File: src/rtl/switch_debounce.sv
// Push-button debouncer: 2-flop synchronizer, four-state debounce FSM, press/release pulses, toggle and press counter.
// Optional long-press detector is compiled in only when SWITCH_DEBOUNCE_LONG_PRESS_EN is defined.
module switch_debounce #(
    parameter int DEBOUNCE_LIMIT   = 250000,
    parameter int LONG_PRESS_LIMIT = 25000000
) (
    input  logic       i_Clk,
    input  logic       i_Rst,
    input  logic       i_Switch,
    output logic       o_Switch,
    output logic       o_Press,
    output logic       o_Release,
    output logic       o_Toggle,
    output logic [7:0] o_Press_Count,
    output logic       o_Long_Press
);

    // state     | meaning
    // IDLE_LOW  | debounced level 0, synchronized input agrees
    // WAIT_HIGH | input went high, counting stable cycles before accepting 1
    // IDLE_HIGH | debounced level 1, synchronized input agrees
    // WAIT_LOW  | input went low, counting stable cycles before accepting 0
    typedef enum logic [1:0] {
        IDLE_LOW  = 2'd0,
        WAIT_HIGH = 2'd1,
        IDLE_HIGH = 2'd2,
        WAIT_LOW  = 2'd3
    } state_t;

    localparam int CNT_W = (DEBOUNCE_LIMIT > 1) ? $clog2(DEBOUNCE_LIMIT) : 1;
    localparam logic [CNT_W-1:0] CNT_LAST = CNT_W'(DEBOUNCE_LIMIT - 1);

    if (DEBOUNCE_LIMIT < 1 || LONG_PRESS_LIMIT < 1) begin : g_bad_param
        $error("switch_debounce: DEBOUNCE_LIMIT and LONG_PRESS_LIMIT must be 1 or more");
    end

    logic             sync1_q;
    logic             sync2_q;
    logic             sw_s;
    state_t           state_q,   state_d;
    logic [CNT_W-1:0] cnt_q,     cnt_d;
    logic             switch_q,  switch_d;
    logic             press_q,   press_d;
    logic             release_q, release_d;
    logic             toggle_q,  toggle_d;
    logic [7:0]       count_q,   count_d;

    always_ff @(posedge i_Clk) begin
        if (i_Rst) begin
            sync1_q <= 1'b0;
            sync2_q <= 1'b0;
        end else begin
            sync1_q <= i_Switch;
            sync2_q <= sync1_q;
        end
    end

    assign sw_s = sync2_q;

    always_ff @(posedge i_Clk) begin
        if (i_Rst) begin
            state_q   <= IDLE_LOW;
            cnt_q     <= '0;
            switch_q  <= 1'b0;
            press_q   <= 1'b0;
            release_q <= 1'b0;
            toggle_q  <= 1'b0;
            count_q   <= 8'd0;
        end else begin
            state_q   <= state_d;
            cnt_q     <= cnt_d;
            switch_q  <= switch_d;
            press_q   <= press_d;
            release_q <= release_d;
            toggle_q  <= toggle_d;
            count_q   <= count_d;
        end
    end

    // A reversion of the input is tested before terminal count, so a bounce on the last cycle cancels acceptance.
    always_comb begin
        state_d   = state_q;
        cnt_d     = cnt_q;
        switch_d  = switch_q;
        press_d   = 1'b0;
        release_d = 1'b0;
        toggle_d  = toggle_q;
        count_d   = count_q;
        case (state_q)
            IDLE_LOW: begin
                if (sw_s) begin
                    state_d = WAIT_HIGH;
                    cnt_d   = '0;
                end
            end
            WAIT_HIGH: begin
                if (!sw_s) begin
                    state_d = IDLE_LOW;
                end else if (cnt_q == CNT_LAST) begin
                    state_d  = IDLE_HIGH;
                    switch_d = 1'b1;
                    press_d  = 1'b1;
                    toggle_d = ~toggle_q;
                    count_d  = count_q + 8'd1;
                end else begin
                    cnt_d = cnt_q + CNT_W'(1);
                end
            end
            IDLE_HIGH: begin
                if (!sw_s) begin
                    state_d = WAIT_LOW;
                    cnt_d   = '0;
                end
            end
            WAIT_LOW: begin
                if (sw_s) begin
                    state_d = IDLE_HIGH;
                end else if (cnt_q == CNT_LAST) begin
                    state_d   = IDLE_LOW;
                    switch_d  = 1'b0;
                    release_d = 1'b1;
                end else begin
                    cnt_d = cnt_q + CNT_W'(1);
                end
            end
            default: begin
                state_d = IDLE_LOW;
                cnt_d   = '0;
            end
        endcase
    end

    assign o_Switch      = switch_q;
    assign o_Press       = press_q;
    assign o_Release     = release_q;
    assign o_Toggle      = toggle_q;
    assign o_Press_Count = count_q;

`ifdef SWITCH_DEBOUNCE_LONG_PRESS_EN
    localparam int HOLD_W = $clog2(LONG_PRESS_LIMIT + 1);
    localparam logic [HOLD_W-1:0] HOLD_LAST = HOLD_W'(LONG_PRESS_LIMIT - 1);
    localparam logic [HOLD_W-1:0] HOLD_SAT  = HOLD_W'(LONG_PRESS_LIMIT);

    logic [HOLD_W-1:0] hold_q, hold_d;
    logic              long_q, long_d;

    always_ff @(posedge i_Clk) begin
        if (i_Rst) begin
            hold_q <= '0;
            long_q <= 1'b0;
        end else begin
            hold_q <= hold_d;
            long_q <= long_d;
        end
    end

    // Counter parks at LONG_PRESS_LIMIT so the pulse fires once per press.
    always_comb begin
        hold_d = '0;
        long_d = 1'b0;
        if (state_q == IDLE_HIGH && sw_s) begin
            hold_d = hold_q;
            if (hold_q != HOLD_SAT) begin
                hold_d = hold_q + HOLD_W'(1);
                long_d = (hold_q == HOLD_LAST);
            end
        end
    end

    assign o_Long_Press = long_q;
`else
    assign o_Long_Press = 1'b0;
`endif

endmodule
File: config.mk
export PLATFORM = sky130hd
export DESIGN_NAME = switch_debounce
export DESIGN_NICKNAME = d
export VERILOG_FILES = /design/src/rtl/switch_debounce.sv
export SDC_FILE = /design/constraint.sdc
export NUM_CORES = 1
export LEC_CHECK = 0
export CAP_MARGIN = 25
export CELL_PAD_IN_SITES_DETAIL_PLACEMENT = 0
export CELL_PAD_IN_SITES_GLOBAL_PLACEMENT = 1
export CORE_MARGIN = 5
export CORE_UTILIZATION = 43
export DETAILED_ROUTE_END_ITERATION = 10
export GPL_TIMING_DRIVEN = 0
export PLACE_DENSITY = 0.84
export SLEW_MARGIN = 20
export SYNTH_ARGS = -nofsm -noshare
export SYNTH_HDL_FRONTEND = slang
export SYNTH_SLANG_ARGS = --single-unit
File: constraint.sdc
create_clock -name i_Clk -period 2.51 [get_ports i_Clk]
set_clock_uncertainty 0.15 [all_clocks]
set_input_delay 0.251 -clock i_Clk [delete_from_list [all_inputs] [get_ports i_Clk]]
set_output_delay 0.251 -clock i_Clk [all_outputs]
set_load 0.01 [all_outputs]
==> results_dict.tcl, run 1 <==
set metrics [dict create \
    status "complete, no violations" \
    die_area_sq_um 5618 \
    reg2reg_slack_ns 0.33 \
    antenna_cells 0 \
    start_util_pct 44.71 \
    critPathLaunchType "register" \
    dieWidth_microns 74.96 \
    place_congestion 0.8821 \
    clk_latency_ns 0.29 \
    use_met1_pct 25.23 \
    hold_path_depth 1 \
    wl_microns 4374 \
    cts_made_buffers 5 \
    synthFlopType "dfxtp_1" \
    grt_util_all_layers_pct 17.72 \
    synth_top_area_share_pct 37.52 \
    syn2layout_area_growth_pct 16.21 \
    max_freq_mhz 459.6 \
    grt_pass1_wl_microns 7493 \
    drt_iter0_drc 105 \
    htree_levels 2 \
    drive_gt1_share_pct 10.97 \
    ys_seq_elements 34 \
    grt_util_met2_pct 26.11 \
    wl_per_cell_microns 15.24 \
    worstHoldStart "sync1_q" \
    gr-total-overflow 0 \
    cts_resized 0 \
    final_core_util_pct 51.96 \
    hold_viol 0 \
    worstMarginPinSlew_ns 0.7227 \
    rows 23 \
    antenna_left 0 \
    dr.pass1.iters 4 \
    grt_pass1_vias 1532 \
    setup_violations 0 \
    fin_crit_ns 2.176 \
    cap_violations 0 \
    synth.area.top_cells "dfxtp_1 38%, nand2_1 3.9%, a21oi_1 3.6%" \
    die_y_microns 74.96 \
    clock-sinks 34 \
    reg2reg_to "o_Press_Count[5]" \
    holdWs_ns 0.2870 \
    finalCritPeriodShare_pct 86.69 \
    drt-vias-per-instance 5.690 \
    peakVddDrop_v 0.0003290 \
    report.final.slew_viol_count 0 \
    ys_seq_area_share_pct 37.52 \
    final_area_sq_um 2108 \
    dp_hpwl_microns 3101 \
    cts_buffer_depth 2 \
    ys_warn_count 0 \
    grtUsageMet3_pct 4.539 \
    ys_async_sr_fraction_pct 0 \
    nNetsFinal 241 \
    path_clk_slew_ns 0.07 \
    fin_tns_setup_ns 0 \
    port_buffers 14 \
    crit_type "reg -> reg" \
    crit_required_ns 2.54 \
    synth_edf_count 0 \
    pwr_density_cell_nw_per_um2 476.1 \
    reg2reg_depth 6 \
    busiest_layer "met2" \
    root_buffer "clkbuf_8" \
    num_vias 1633 \
    netlist_instances 215 \
    coreArea_sq_um 4058 \
    synth_area_leader_cell "dfxtp_1" \
    p_leak_nw 0.7261 \
    postCtsSetupBuffers 0 \
    endpoint_kind "register" \
    cp_max_fo 9 \
    grt_max_degree 11 \
    place_area_sq_um 2017 \
    ys_types 47 \
    max_slew_margin_pct 51.14 \
    ctsHoldBuffers 0 \
    cts_tree "yes" \
    rsz0062_at_grt "no" \
    hold_end "sw_s" \
    hold_class "reg -> reg" \
    syn-cell-area_sq_um 1814 \
    r2r_start "cnt_q[0]" \
    post-route-drc-count 0 \
    syn-num-nets 220 \
    avgSynthCellArea_sq_um 8.438 \
    antenna_found_initial 0 \
    io_pins 16 \
    worstPathArrival_ns 2.20 \
]
-- cells in the final DEF, fill, tap and decap left out, drive strengths merged, types with 6 or more instances in the layout --
cell type	count
clkdlybuf4s50	14
nor2b	6
dfxtp	34
or3	8
and2	6
nand3	13
nand4	10
and3	7
nand2	19
o21ai	12
clkbuf	15
a21oi	13
nor2	8
buf	6
mux2i	6
-- cells in the mapped netlist (all sizes together) (2+ instances only) --
| library cell | number |
|---|---|
| ha | 2 |
| buf | 6 |
| mux2 | 4 |
| nor4 | 5 |
| mux2i | 6 |
| a32oi | 2 |
| clkbuf | 8 |
| or3 | 8 |
| nor2 | 8 |
| nand3 | 13 |
| o21ai | 12 |
| xor2 | 3 |
| nand2 | 19 |
| dfxtp | 34 |
| nor2b | 6 |
| and4bb | 2 |
| and2 | 6 |
| or2 | 3 |
| a211oi | 2 |
| nand2b | 4 |
| a21oi | 13 |
| nor4b | 3 |
| nand4 | 10 |
| and4 | 3 |
| o2111ai | 2 |
| o41ai | 3 |
| and3 | 7 |
| inv | 5 |
| o311ai | 3 |
| o211ai | 2 |
-- worst max-delay path by stage --
stage / start / slack (ns) / to / depth (start not counted)
final: cnt_q[0] / 0.33 / o_Press_Count[5] / 6
after global routing: cnt_q[0] / 0.16 / o_Press_Count[4] / 6
after CTS: cnt_q[0] / 0.33 / o_Press_Count[4] / 6
after detailed placement: i_Rst / 0.33 / cnt_q[7] / 4
after global placement: cnt_q[0] / 0.34 / o_Press_Count[4] / 6
after floorplan: cnt_q[0] / 0.65 / o_Press_Count[4] / 6
-- cell families (layout without fill, tap and decap cells) --
group           Yosys count  count (layout)  share of synthesized area (%)
simple gates            102             102                          33.10
compound gates           43              43                          15.24
flops                    34              34                          37.52
buf+inv                  19              41                          4.414
mux                      10              10                          5.793
xor+xnor                  4               4                          2.345
fa+ha+maj                 2               2                          1.379
other cells               1               1                         0.2067
-- sequential cells by signal, summed over array words and instances (netlist names), named ones only --
register and count:
o_Toggle 1, cnt_q 18, sw_s 1, o_Press_Count 8
state_q 1, o_Switch 1, o_Press 1, o_Release 1
sync1_q 1
-- critical path, stage by stage (launching register included) --
cell	delay (ns)
dfxtp_1	0.37
ha_1	0.15
buf_2	0.19
and3_1	0.25
nand2_1	0.21
nor4_1	0.37
mux2_2	0.37
-- per-layer routing --
layer	share of wire (%)	vias up
li1	-	838
met1	48	742
met2	44	46
met3	6.2	7
met4	1.1	0
met5	0	-
-- through the flow --
step	std cells	power [mW]	worst slack [ns]
floorplan	215	0.5831	0.6467
global placement	279	0.5968	0.3355
detailed placement	279	0.5975	0.3344
CTS	287	1.016	0.3295
global route	287	1.041	0.1557
finish	287	1.004	0.3341
-- power breakdown --
group          internal [mW]  leakage, nW  total, mW  switching [mW]
Sequential             0.542        0.274      0.544         0.00199
Clock                  0.221       0.0482      0.419           0.198
Combinational         0.0133        0.404     0.0411          0.0278
-- cell type report --
class | count | area [sq um]
plain buffers | 14 | 61.31
clock buffers | 7 | 86.33
clock inverters | 1 | 5.005
fillers | 378 | 1949
inverters | 5 | 18.77
multi-input cells | 162 | 1054
flip-flops and latches | 34 | 680.7
well taps | 50 | 62.56
repair buffers | 14 | 140.1
No activity file was read; power rests on OpenSTA's default activity.
==> inputs of run 2 (changes only) <==
--- a/config.mk
+++ b/config.mk
@@ -8,7 +8,7 @@
 export CAP_MARGIN = 25
 export CELL_PAD_IN_SITES_DETAIL_PLACEMENT = 0
 export CELL_PAD_IN_SITES_GLOBAL_PLACEMENT = 1
-export CORE_MARGIN = 5
+export CORE_MARGIN = 10
 export CORE_UTILIZATION = 43
 export DETAILED_ROUTE_END_ITERATION = 10
 export GPL_TIMING_DRIVEN = 0
==> constraint.sdc (replaced) <==
create_clock -name i_Clk -period 2.11 [get_ports i_Clk]
set_clock_uncertainty 0.15 [all_clocks]
set_input_delay 0.211 -clock i_Clk [delete_from_list [all_inputs] [get_ports i_Clk]]
set_output_delay 0.211 -clock i_Clk [all_outputs]
set_load 0.01 [all_outputs]
==> run 2 against run 1 <==
  * Highest routed layer unchanged
  * Routed wire length increased by 5.5%
  * Sequential cell count unchanged
  * Register-to-register slack got worse by 0.24 ns
  * Via count increased by 4.2%
  * Total power increased by 16%
  * First-iteration DRC count increased by 110%
  * Cell area increased by 5.2%
  * Critical path depth decreased by 1
  * Worst hold slack improved by 0.0052 ns
  * Sequential power increased by 19%
  * Largest power group unchanged
==> results_dict.tcl, run 2 (synthesized netlist as in run 1, its figures left out) <==
set metrics [dict create \
    status "complete, no violations" \
    grt_pass1_vias 1525 \
    cp_max_fo 8 \
    pwr_density_cell_nw_per_um2 525.3 \
    antenna_cells 0 \
    multi_input_area_sq_um 1144 \
    internal-power_mw 0.8824 \
    drt_iter0_drc 219 \
    seq_power_share_pct 55.5 \
    post-route-drc-count 0 \
    grt_max_degree 11 \
    dr.pass1.iters 4 \
    reg2reg_slack_ns 0.09 \
    htree_levels 2 \
    finalCritPeriodShare_pct 95.50 \
    report.final.slew_viol_count 0 \
    grt_pass1_wl_microns 7665 \
    dieWidth_microns 84.96 \
    worstHoldStart "sync1_q" \
    final_common_cell "dfxtp_1" \
    worstPathArrival_ns 2.05 \
    worstMarginPinSlew_ns 0.7212 \
    peakVddDrop_v 0.0002626 \
    drive_gt1_share_pct 16.32 \
    reg2reg_to "o_Press_Count[4]" \
    cts_made_buffers 5 \
    place_congestion 0.8340 \
    reg2reg_depth 5 \
    ctsHoldBuffers 0 \
    grt_util_all_layers_pct 12.67 \
    nFillCells 398 \
    setup_violations 0 \
    cap_violations 0 \
    hold_path_depth 1 \
    hold_end "sw_s" \
    nNetsFinal 244 \
    layout_setup_ws_ns 0.09492 \
    p_switching_mw 0.2829 \
    top_layer "met4" \
    die_y_microns 84.96 \
    swShare_pct 24.28 \
    critPathLaunchType "register" \
    cts_buffer_depth 2 \
    drt-vias-per-instance 5.886 \
    met3WireLength_microns 286 \
    clock-sinks 34 \
    max_freq_mhz 496.3 \
    wl_met2_microns 2076 \
    wl_per_cell_microns 15.97 \
    antenna_left 0 \
    power_mw 1.165 \
    dp_hpwl_microns 3209 \
    path_clk_slew_ns 0.07 \
    regMostFlops "cnt_q" \
    hold_viol 0 \
    seqCellArea_sq_um 680.7 \
    r2r_start "state_q[0]" \
    die_area_sq_um 7217 \
    placed_cells 279 \
    final_cell_mix "34 x dfxtp_1, 18 x nand2_1, 14 x clkdlybuf4s50_1" \
    largest_register_ffs 18 \
    crit_required_ns 2.15 \
    io_pins 16 \
    rows 23 \
    fin_crit_ns 2.015 \
    syn2layout_area_growth_pct 22.28 \
    wl_microns 4614 \
    gr-total-overflow 0 \
    clk_latency_ns 0.30 \
    endpoint_kind "register" \
    coreArea_sq_um 4029 \
    hold_class "reg -> reg" \
    antenna_found_initial 0 \
    start_util_pct 45.03 \
    fin_cells 289 \
    num_vias 1701 \
    rsz0062_at_grt "no" \
    port_buffers 14 \
    crit_type "reg -> reg" \
    cts_tree "yes" \
    root_buffer "clkbuf_8" \
    routedLengthMet1_microns 2190 \
    p_leak_nw 0.7975 \
    power_frac_clock_pct 40.2 \
    p_comb_share_pct 4.3 \
    max_slew_margin_pct 51.60 \
    place_ws_ns -0.06086 \
]
==> run 2: power groups by stage <==
stage          combinational (mW)  clock, mW  sequential, mW
2_1_floorplan              0.0326          0           0.661
3_3_place_gp               0.0486          0           0.662
3_5_place_dp               0.0482          0           0.662
4_1_cts                    0.0483      0.473           0.647
5_1_grt                    0.0572      0.492           0.647
6_report                   0.0504      0.468           0.647
==> run 2: layout make-up <==
| cell class | count | area share (%) |
|---|---|---|
| inverter | 5 | 0.8460 |
| sequential | 34 | 30.68 |
| buffer | 12 | 2.538 |
| multi-input combinational | 162 | 51.55 |
| tap | 50 | 2.820 |
| clock inverter | 2 | 0.4512 |
| timing repair buffer | 19 | 8.009 |
| clock buffer | 5 | 3.102 |
==> run 2: worst max path at each step <==
stage / cells after the start / startpoint / endpoint
6_report: 5 / state_q[0] / o_Press_Count[4]
5_1_grt: 6 / cnt_q[0] / o_Press_Count[5]
3_5_place_dp: 6 / cnt_q[0] / o_Press_Count[4]
4_1_cts: 6 / cnt_q[6] / o_Press_Count[3]
3_3_place_gp: 6 / cnt_q[0] / o_Press_Count[4]
2_1_floorplan: 6 / cnt_q[0] / o_Press_Count[4]
==> run 2: layer usage <==
metal | vias up | GRT usage (%)
met2 | 45 | 17.71
met3 | 5 | 4.111
met4 | 0 | 4.641
met1 | 802 | 17.45
met5 | - | 0
li1 | 849 | -
==> run 2: repair_timing <==
action                     CTS  global route
pin swaps                    0             2
resized for setup            3            14
buffers inserted             0             5
setup endpoints to repair    2            19
==> run 2: through the flow <==
stage / TNS, ns / hold WS (ns) / util (%) / area, sq um
final: 0 / 0.2923 / 55.06 / 2218
after global routing: 0 / 0.3118 / 55.06 / 2218
after CTS: 0 / 0.2956 / 52.39 / 2111
after detailed placement: -0.1198 / 0.2789 / 50.06 / 2017
after global placement: -0.1513 / 0.2743 / 50.06 / 2017
after floorplan: 0 / 0.1892 / - / 1814
==> run 2: worst max-delay path, cell delays in order, from the launching register on <==
cell	delay [ns]
dfxtp_1	0.49
and4bb_2	0.32
nand3_4	0.14
buf_4	0.19
nor4_4	0.26
mux2_2	0.36
